--- src/rtl/iob_native_bus_split_if.sv ---
// iob_native_bus_split_if: master-side native bus plus flattened per-slave buses of the splitter
interface iob_native_bus_split_if #(
  parameter int ADDR_W = 32,
  parameter int DATA_W = 32,
  parameter int N_SLAVES = 4
);
  logic m_valid;
  logic m_instr;
  logic [ADDR_W-1:0] m_addr;
  logic [DATA_W-1:0] m_wdata;
  logic [DATA_W/8-1:0] m_wstrb;
  logic m_ready;
  logic [DATA_W-1:0] m_rdata;
  logic m_err;
  logic [N_SLAVES-1:0] s_valid;
  logic [N_SLAVES*ADDR_W-1:0] s_addr;
  logic [N_SLAVES*DATA_W-1:0] s_wdata;
  logic [N_SLAVES*DATA_W/8-1:0] s_wstrb;
  logic [N_SLAVES-1:0] s_ready;
  logic [N_SLAVES*DATA_W-1:0] s_rdata;
  modport master (
    output m_valid, m_instr, m_addr, m_wdata, m_wstrb, s_ready, s_rdata,
    input m_ready, m_rdata, m_err, s_valid, s_addr, s_wdata, s_wstrb
  );
  modport slave (
    input m_valid, m_instr, m_addr, m_wdata, m_wstrb, s_ready, s_rdata,
    output m_ready, m_rdata, m_err, s_valid, s_addr, s_wdata, s_wstrb
  );
endinterface

--- src/rtl/iob_native_bus_split.sv ---
// iob_native_bus_split: registered one-master to N-slave native bus splitter with error responses
module iob_native_bus_split #(
  parameter int ADDR_W = 32,
  parameter int DATA_W = 32,
  parameter int N_SLAVES = 4,
  parameter int SEL_W = 2,
  parameter int MODE = 0,
  parameter int TIMEOUT = 255
) (
  input logic clk,
  input logic resetn,
  iob_native_bus_split_if.slave bus
);
  localparam int STRB_W = DATA_W / 8;
  localparam int TGT_W = SEL_W + 1;
  localparam logic [1:0] IDLE = 2'd0, BUSY = 2'd1, RESP = 2'd2;
  logic [1:0] state;
  logic [ADDR_W-1:0] addr_q;
  logic [DATA_W-1:0] wdata_q, rdata_q, s_rdata_sel;
  logic [STRB_W-1:0] wstrb_q;
  logic [15:0] cnt;
  logic err_q;
  logic [N_SLAVES-1:0] s_valid_q;
  logic [TGT_W-1:0] sel, tgt;
  logic hit, timed_out;
  // one extra target bit so that sel+1 in MODE 1 can land past the last slave
  assign sel = TGT_W'(bus.m_addr[ADDR_W-1 -: SEL_W]);
  assign tgt = MODE != 0 ? (bus.m_instr ? '0 : sel + TGT_W'(1)) : sel;
  assign hit = |(bus.s_ready & s_valid_q);
  assign timed_out = TIMEOUT != 0 && cnt == 16'(TIMEOUT - 1);
  always_comb begin
    s_rdata_sel = '0;
    for (int k = 0; k < N_SLAVES; k++) s_rdata_sel |= s_valid_q[k] ? bus.s_rdata[k*DATA_W +: DATA_W] : '0;
  end
  always_ff @(posedge clk or negedge resetn) begin
    if (!resetn) begin
      state <= IDLE;
      addr_q <= '0;
      wdata_q <= '0;
      wstrb_q <= '0;
      rdata_q <= '0;
      err_q <= 1'b0;
      cnt <= '0;
      s_valid_q <= '0;
    end else if (state == IDLE && bus.m_valid) begin
      addr_q <= bus.m_addr;
      wdata_q <= bus.m_wdata;
      wstrb_q <= bus.m_wstrb;
      cnt <= '0;
      if (32'(tgt) < N_SLAVES) begin
        state <= BUSY;
        s_valid_q <= N_SLAVES'(1) << tgt;
      end else begin
        state <= RESP;
        err_q <= 1'b1;
        rdata_q <= '0;
      end
    end else if (state == BUSY) begin
      if (hit) begin
        state <= RESP;
        s_valid_q <= '0;
        rdata_q <= s_rdata_sel;
        err_q <= 1'b0;
      end else if (timed_out) begin
        state <= RESP;
        s_valid_q <= '0;
        rdata_q <= '0;
        err_q <= 1'b1;
      end else begin
        cnt <= cnt + 16'd1;
      end
    end else if (state == RESP) begin
      state <= IDLE;
      rdata_q <= '0;
      err_q <= 1'b0;
    end
  end
  assign bus.m_ready = state == RESP;
  assign bus.m_rdata = rdata_q;
  assign bus.m_err = err_q;
  assign bus.s_valid = s_valid_q;
  // only the addressed slave sees the request; every other slice reads as zero
  for (genvar i = 0; i < N_SLAVES; i++) begin : g_slice
    assign bus.s_addr[i*ADDR_W +: ADDR_W] = s_valid_q[i] ? addr_q : '0;
    assign bus.s_wdata[i*DATA_W +: DATA_W] = s_valid_q[i] ? wdata_q : '0;
    assign bus.s_wstrb[i*STRB_W +: STRB_W] = s_valid_q[i] ? wstrb_q : '0;
  end
endmodule

--- src/flat_wrapper.sv ---
// flat-port wrapper written by rule: the top's interface ports become plain ports
module iob_native_bus_split_flat 
#(
  parameter int ADDR_W = 32,
  parameter int DATA_W = 32,
  parameter int N_SLAVES = 4,
  parameter int SEL_W = 2,
  parameter int MODE = 0,
  parameter int TIMEOUT = 255
)
  (clk, resetn, bus_m_valid, bus_m_instr, bus_m_addr, bus_m_wdata, bus_m_wstrb, bus_s_ready, bus_s_rdata, bus_m_ready, bus_m_rdata, bus_m_err, bus_s_valid, bus_s_addr, bus_s_wdata, bus_s_wstrb);
  iob_native_bus_split_if #(.ADDR_W(ADDR_W), .DATA_W(DATA_W), .N_SLAVES(N_SLAVES)) bus_i ();
  input logic clk;
  input logic resetn;
  input wire logic [$bits(bus_i.m_valid)-1:0] bus_m_valid;
  input wire logic [$bits(bus_i.m_instr)-1:0] bus_m_instr;
  input wire logic [$bits(bus_i.m_addr)-1:0] bus_m_addr;
  input wire logic [$bits(bus_i.m_wdata)-1:0] bus_m_wdata;
  input wire logic [$bits(bus_i.m_wstrb)-1:0] bus_m_wstrb;
  input wire logic [$bits(bus_i.s_ready)-1:0] bus_s_ready;
  input wire logic [$bits(bus_i.s_rdata)-1:0] bus_s_rdata;
  output wire logic [$bits(bus_i.m_ready)-1:0] bus_m_ready;
  output wire logic [$bits(bus_i.m_rdata)-1:0] bus_m_rdata;
  output wire logic [$bits(bus_i.m_err)-1:0] bus_m_err;
  output wire logic [$bits(bus_i.s_valid)-1:0] bus_s_valid;
  output wire logic [$bits(bus_i.s_addr)-1:0] bus_s_addr;
  output wire logic [$bits(bus_i.s_wdata)-1:0] bus_s_wdata;
  output wire logic [$bits(bus_i.s_wstrb)-1:0] bus_s_wstrb;
  assign bus_i.m_valid = bus_m_valid;
  assign bus_i.m_instr = bus_m_instr;
  assign bus_i.m_addr = bus_m_addr;
  assign bus_i.m_wdata = bus_m_wdata;
  assign bus_i.m_wstrb = bus_m_wstrb;
  assign bus_i.s_ready = bus_s_ready;
  assign bus_i.s_rdata = bus_s_rdata;
  assign bus_m_ready = bus_i.m_ready;
  assign bus_m_rdata = bus_i.m_rdata;
  assign bus_m_err = bus_i.m_err;
  assign bus_s_valid = bus_i.s_valid;
  assign bus_s_addr = bus_i.s_addr;
  assign bus_s_wdata = bus_i.s_wdata;
  assign bus_s_wstrb = bus_i.s_wstrb;
  iob_native_bus_split #(.ADDR_W(ADDR_W), .DATA_W(DATA_W), .N_SLAVES(N_SLAVES), .SEL_W(SEL_W), .MODE(MODE), .TIMEOUT(TIMEOUT)) u_core (.clk(clk), .resetn(resetn), .bus(bus_i));
endmodule
--- config.mk ---
export PLATFORM = sky130hd
export DESIGN_NAME = iob_native_bus_split_flat
export DESIGN_NICKNAME = d
export VERILOG_FILES = /design/src/rtl/iob_native_bus_split_if.sv /design/src/rtl/iob_native_bus_split.sv /design/src/flat_wrapper.sv
export SDC_FILE = /design/constraint.sdc
export NUM_CORES = 1
export LEC_CHECK = 0
export ABC_AREA = 1
export CORE_AREA = 3 3 199 201
export CTS_BUF_LIST = sky130_fd_sc_hd__clkbuf_8
export DETAILED_ROUTE_END_ITERATION = 6
export DIE_AREA = 0 0 202 204
export GPL_TIMING_DRIVEN = 0
export PLACE_DENSITY = 0.62
export SLEW_MARGIN = 20
export SYNTH_ARGS = -nofsm -noshare
export SYNTH_HDL_FRONTEND = slang
export SYNTH_SLANG_ARGS = --single-unit
--- constraint.sdc ---
create_clock -name clk -period 1.9 [get_ports clk]
set_input_delay 0.38 -clock clk [delete_from_list [all_inputs] [get_ports clk]]
set_output_delay 0.38 -clock clk [all_outputs]
set_load 0.05 [all_outputs]
==> out/results.txt, run 1 <==
Share of layout cells above drive strength 1 -> 0.461
Post-Place Worst Slack -> -1.39 ns
TritonCTS Buffers -> 17
Worst Path Buf+Inv -> 4
Sink Count -> 123
Die ar. -> 41,200 um^2
Core area -> 37,800 um^2
Synth warn -> 0
Layout area overhead -> 122%
Top FF cell, synth -> dfrtp_1
DR DRC count -> 0
Maxcap violations -> 0
Critical-path cell list -> clkbuf_16 > clkbuf_16 > nand2_2 > inv_2 > buf_6
H-Tree Depth -> 4
Min cycle time layout -> 2.04 ns
Power per Cell Area -> 1670 nW/um^2
Iter 0 DRT Violations -> 558
Final cell count without fillers -> 2,609
I/O Buffers -> 512
Global-route wire length before repair -> 69,600 um
GRT overflow -> 0
Setup Crit Path Kind -> flip-flop to primary output
Height of the die -> 204 um
Top-count cell post-synth -> nand2_1
Max Slew Vio Count -> 0
CP max stage delay -> 0.49 ns
Syn_nets -> 1,709
Clock Skews -> 0.0103 ns
DIE WIDTH -> 202 um
Yosys cell types -> 28
Seq/Total Area, Yosys -> 0.355
DR WL/cell -> 19.6 um
Clk slew on worst S/H paths -> 0.08 ns
Worst Max-Slew Pin Slew -> 0.563 ns
CP delay by family, top -> buffers and inverters
Slowest cell on the critical path -> dfrtp_2
LEAKAGE -> 11.5 nW
Failing checks -> negative setup slack
Fillers -> 3,390
CP arrival -> 1.66 ns
Post-Syn Area per Cell -> 5.78 um^2
Routability cong. -> 0.903
Post-synth top cells -> nand2_1, inv_1, dfrtp_1, nor2_1, nand4_1
Post-synth EDFFs -> 0
CTS tree -> yes
Final worst-path cycle share -> 1.07
Clock Latency Late Sink -> 0.45 ns
Worst Hold Class -> input port to async pin
Initial antenna violation count -> 2
Cell Count Post-Placement -> 2,523
CP required -> 1.52 ns
Vias per cell -> 4.38
Final Hold Vio Count -> 0
Largest net degree at the start of global routing -> 65
Critical Path Start Type -> flip-flop
Via count -> 11,400
Worst setup margin -> -0.142 ns
Synth Register Bits -> 123
Synth top area cells -> dfrtp_1, nand2_1, inv_1
Status -> finished with violations
Rows -> 71
Post-synth ARST share -> 1.00
Final wirelength -> 51,100 um
Routed Antenna Nets -> 0
Worst rel slew slack -> 0.626
Setup crit end kind -> primary output
Unrepaired setup endpoints after global routing -> true
Post-Syn Area -> 8670 um^2
Drt pass-1 iters -> 5
Clk root buf -> clkbuf_8
Final nets -> 2,296
Max IR drop VDD -> 1250 uV
Area share of the largest cell type after synthesis -> 0.355
Crit-path most repeated cell -> clkbuf_16
Gate Count Post-Synth -> 1,499
Starting density of the core -> 0.230
F_max -> 0.490 GHz
Max FO, Critical Path -> 7
Dpl hpwl -> 35,300 um
Final number of setup-violating endpoints -> 232
CTS Buffer Depth -> 2
Fin Hold WS -> 0.433 ns
Yosys top cell by area -> dfrtp_1
GRT Total Usage -> 0.222
IO Pins -> 514
Vias in the first global route -> 11,300
==> what timing repair did <==
action,4_1_cts,5_1_grt
hold buffers,1,0
buffers inserted,27,14
setup endpoints to repair,412,360
resized for setup,2310,756
pin swaps,29,8
hold endpoints to repair,59,0
cloned,12,15
==> metrics by stage <==
| step | power [W] | area, um^2 | TNS, ns | util |
|---|---|---|---|---|
| global placement | 0.0219 | 14600 | -946.40 | 0.387 |
| CTS | 0.0281 | 16900 | -32.12 | 0.448 |
| global route | 0.0337 | 19300 | -32.36 | 0.511 |
| detailed placement | 0.0220 | 14600 | -313.16 | 0.388 |
| finish | 0.0322 | 19300 | -13.61 | 0.511 |
| floorplan | 0.0154 | 8830 | 0 | - |
==> sequential cells by signal, summed over array words and instances (netlist names) <==
| signal | count |
|---|---|
| u_core.addr_q | 32 |
| u_core.bus.m_rdata | 32 |
| u_core.wdata_q | 32 |
| u_core.cnt | 16 |
| u_core.bus.s_valid | 4 |
| u_core.wstrb_q | 4 |
| u_core.state | 2 |
| u_core.bus.m_err | 1 |
==> area by class of cell <==
cell class,count,area (um^2),area share
Clock inverter,13,130,0.00675
Inverter,290,1260,0.0651
Clock buffer,17,234,0.0121
Sequential cell,123,3080,0.160
Timing Repair Buffer,576,7320,0.379
Antenna cell,1,2.50,0.000130
Buffer,74,897,0.0465
Multi-Input combinational cell,1004,5730,0.297
Tap cell,511,639,0.0331
==> kinds of logic after synthesis <==
family | count (synthesis) | synth area share
AOI/OAI and AO/OA | 10 | 0.00606
adders and majority gates | 6 | 0.00866
xor gates and xnor gates | 2 | 0.00202
buffers and inverters | 372 | 0.171
DFF | 123 | 0.355
and+or+nand+nor | 986 | 0.457
==> routing by layer <==
layer	GRT usage	up-vias	part of all wire
met4	0.0772	4	0.035
met1	0.244	5367	0.37
met3	0.0664	77	0.081
li1	-	5505	-
met2	0.406	477	0.52
met5	0	-	0.00053
==> worst paths after layout <==
| kind | to | slack (ns) | depth (start not counted) | startpoint |
|---|---|---|---|---|
| min in group clk | u_core.addr_q[4]$_DFFE_PN0N_ | 0.46 | 3 | bus_m_addr[4] |
| hold / removal | u_core.bus.m_rdata[9]$_DFFE_PN0P_ | 0.43 | 2 | resetn |
| max in group asynchronous | u_core.wdata_q[19]$_DFFE_PN0N_ | 0.74 | 3 | resetn |
| setup reg to reg | u_core.bus.s_valid[0]$_DFFE_PN0P_ | 0.08 | 8 | u_core.state[1]$_DFFE_PN0P_ |
| setup / recovery | bus_s_wdata[122] | -0.14 | 5 | u_core.bus.s_valid[3]$_DFFE_PN0P_ |
| hold reg to reg | u_core.bus.m_rdata[11]$_DFFE_PN0P_ | 0.47 | 2 | u_core.bus.m_rdata[11]$_DFFE_PN0P_ |
==> report_power, final <==
part | total (W) | leakage (nW) | switching [W] | internal [W]
sequential | 0.00615 | 1.59 | 0.00262 | 0.00353
clock | 0.00238 | 0.183 | 0.00124 | 0.00114
combinational | 0.0237 | 9.70 | 0.0144 | 0.00930
total | 0.0322 | 11.5 | 0.0182 | 0.0140
==> layout by cell type, fill, tap and decap left out, types with 39 or more instances in the layout <==
cell type / instances
clkdlybuf4s50_1: 201
inv_2: 204
inv_1: 39
dfrtp_1: 119
nand4_1: 49
nand2_2: 59
nand2_4: 197
nand2_1: 562
buf_8: 246
buf_6: 48
nor2_1: 88
clkinvlp_4: 43
No activity file was read; power rests on OpenSTA's default activity.
==> run 2: changes to the inputs <==
- CORE_AREA: 3 3 199 201 -> 3 3 198 200
- CTS_BUF_LIST: sky130_fd_sc_hd__clkbuf_8 -> not set
- DIE_AREA: 0 0 202 204 -> 0 0 201 203
- PLACE_DENSITY: 0.62 -> 0.64
- clock period: 1.9 -> 1.7 ns (I/O delays scaled with it)
==> out/results.txt, run 2 (same netlist as run 1, synthesis figures left out) <==
Status -> finished with violations (unchanged)
Failing checks -> negative setup slack (unchanged)
Diodes inserted -> 0 (was 1)
Clk slew on worst S/H paths -> 0.06 ns (was 0.08 ns)
CP required -> 1.36 ns (was 1.52 ns)
Power per Cell Area -> 1850 nW/um^2 (was 1670 nW/um^2)
Final Hold Vio Count -> 0 (unchanged)
Multi-input logic area -> 5300 um^2 (was 5730 um^2)
Global-route wire length before repair -> 66,100 um (was 69,600 um)
LEAKAGE -> 9.58 nW (was 11.5 nW)
CP delay by family, top -> buffers and inverters (unchanged)
Final nets -> 2,300 (was 2,296)
Commonest non-fill, non-tap cell in the layout -> nand2_1 (unchanged)
Post-Place Worst Slack -> -1.52 ns (was -1.39 ns)
Initial antenna violation count -> 1 (was 2)
Clock Latency Late Sink -> 0.41 ns (was 0.45 ns)
DP Area -> 15,400 um^2 (was 14,600 um^2)
Core area -> 37,600 um^2 (was 37,800 um^2)
I/O Buffers -> 512 (unchanged)
Maxcap violations -> 0 (unchanged)
Worst Max-Slew Pin Slew -> 0.572 ns (was 0.563 ns)
Dpl hpwl -> 33,400 um (was 35,300 um)
Starting density of the core -> 0.231 (was 0.230)
R2R depth -> 10 (was 8)
Largest net degree at the start of global routing -> 91 (was 65)
Vias per cell -> 4.33 (was 4.38)
Vias in the first global route -> 11,000 (was 11,300)
Fin Hold WS -> 0.403 ns (was 0.433 ns)
Height of the die -> 203 um (was 204 um)
IO Pins -> 514 (unchanged)
Min cycle time layout -> 2.00 ns
Most frequent cells in the layout -> nand2_1, clkinvlp_4, clkdlybuf4s50_1 (was nand2_1, buf_8, inv_2)
Sink Count -> 123 (unchanged)
H-Tree Depth -> 4 (unchanged)
CP startpoint -> u_core.bus.s_valid[1]$_DFFE_PN0P_ (was u_core.bus.s_valid[3]$_DFFE_PN0P_)
Clk root buf -> clkbuf_16 (was clkbuf_8)
Iter 0 DRT Violations -> 591 (was 558)
Slowest cell on the critical path -> dfrtp_2 (unchanged)
Share of layout cells above drive strength 1 -> 0.480 (was 0.461)
CTS tree -> yes (unchanged)
Worst r2r src -> u_core.bus.s_valid[1]$_DFFE_PN0P_ (was u_core.state[1]$_DFFE_PN0P_)
Unrepaired setup endpoints after global routing -> true (unchanged)
Final cell count without fillers -> 2,614 (was 2,609)
Final wirelength -> 46,600 um (was 51,100 um)
Max IR drop VDD -> 935 uV (was 1250 uV)
GRT Total Usage -> 0.210 (was 0.222)
Fillers -> 3,460 (was 3,390)
Via count -> 11,300 (was 11,400)
Worst Hold Class -> input port to async pin (unchanged)
CTS Buffer Depth -> 2 (unchanged)
Worst setup margin -> -0.305 ns (was -0.142 ns)
Rows -> 71 (unchanged)
DIE WIDTH -> 201 um (was 202 um)
Critical-path cell list -> buf_8 > buf_12 > buf_16 > nand2_2 > clkinvlp_4 > buf_6 (was clkbuf_16 > clkbuf_16 > nand2_2 > inv_2 > buf_6)
Worst rel slew slack -> 0.618 (was 0.626)
Crit path depth -> 6 (was 5)
Setup Crit Path Kind -> flip-flop to primary output (unchanged)
Area occupied by registers -> 3090 um^2 (was 3080 um^2)
Design area -> 19,400 um^2 (was 19,300 um^2)
Drt pass-1 iters -> 5 (unchanged)
CP max stage delay -> 0.47 ns (was 0.49 ns)
Die ar. -> 40,800 um^2 (was 41,200 um^2)
Final number of setup-violating endpoints -> 268 (was 232)
Worst Path Buf+Inv -> 5 (was 4)
Critical Path Start Type -> flip-flop (unchanged)
DR WL/cell -> 17.8 um (was 19.6 um)
Util after Layout -> 0.516 (was 0.511)
DR DRC count -> 0 (unchanged)
Setup crit end kind -> primary output (unchanged)
Max FO, Critical Path -> 7 (unchanged)
F_max -> 0.499 GHz
Clock Skews -> 0.00955 ns (was 0.0103 ns)
Final worst-path cycle share -> 1.18
Routed Antenna Nets -> 0 (unchanged)
TritonCTS Buffers -> 17 (unchanged)
Layout area overhead -> 123% (was 122%)
CP arrival -> 1.66 ns (about the same)
Cell Count Post-Placement -> 2,523 (unchanged)
Max Slew Vio Count -> 0 (unchanged)
Routability cong. -> 0.884 (was 0.903)
GRT overflow -> 0 (unchanged)
-- run 2: changes by cell type in the layout (fill, tap and decap cells not counted), moves of 30 or more --
cell and delta:
clkinvlp_4 +200, buf_4 +32, buf_6 +135, inv_2 -189
dlygate4sd2_1 -34, nand2_2 +115, dlymetal6s2s_1 +30, nand2_4 -100
buf_8 -147
-- run 2: metal layers --
| layer | part of all wire | up-vias | GRT usage |
|---|---|---|---|
| li1 | - | 5508 | - |
| met1 | 0.39 | 5342 | 0.251 |
| met2 | 0.52 | 404 | 0.373 |
| met3 | 0.058 | 68 | 0.0479 |
| met4 | 0.029 | 2 | 0.0668 |
| met5 | 0.00028 | - | 0 |
-- run 2: path summary, 6_finish.rpt --
kind / end / slack (ns)
min in group clk: u_core.wdata_q[12]$_DFFE_PN0N_ / 0.46
min reg2reg: u_core.bus.m_rdata[6]$_DFFE_PN0P_ / 0.47
max: bus_s_addr[57] / -0.30
max reg2reg: u_core.cnt[2]$_DFFE_PN0P_ / 0.02
min: u_core.addr_q[29]$_DFFE_PN0N_ / 0.40
max in group asynchronous: u_core.wstrb_q[2]$_DFFE_PN0N_ / 0.48
-- run 2: report_power, final --
group | internal [W] | switching, W
clock network | 0.00244 | 0.00146
registers | 0.00397 | 0.00241
logic | 0.00972 | 0.0159
total | 0.0161 | 0.0198
-- run 2: final cells by class --
cell class / count / share of cell area
timing repair buffer: 573 / 0.342
multi-input combinational: 1005 / 0.274
sequential: 123 / 0.159
inverter: 290 / 0.103
buffer: 80 / 0.0564
tap: 511 / 0.0330
clock buffer: 20 / 0.0241
clock inverter: 12 / 0.00833
-- run 2: what timing repair did --
| action | CTS | global route |
|---|---|---|
| setup endpoints to repair | 430 | 430 |
| buffers inserted | 14 | 26 |
| endpoints found under the hold margin | 33 | 0 |
| pin swaps | 3 | 12 |
| gates cloned | 7 | 13 |
| resized for setup | 2068 | 619 |
| hold buffers | 1 | 0 |
-- run 2: stage by stage --
| step | power (W) | setup TNS, ns |
|---|---|---|
| 6_report | 0.0359 | -54.58 |
| 5_1_grt | 0.0376 | -71.60 |
| 4_1_cts | 0.0326 | -83.83 |
| 3_5_place_dp | 0.0255 | -395.21 |
| 3_3_place_gp | 0.0253 | -1016.42 |
| 2_1_floorplan | 0.0183 | -7.10 |
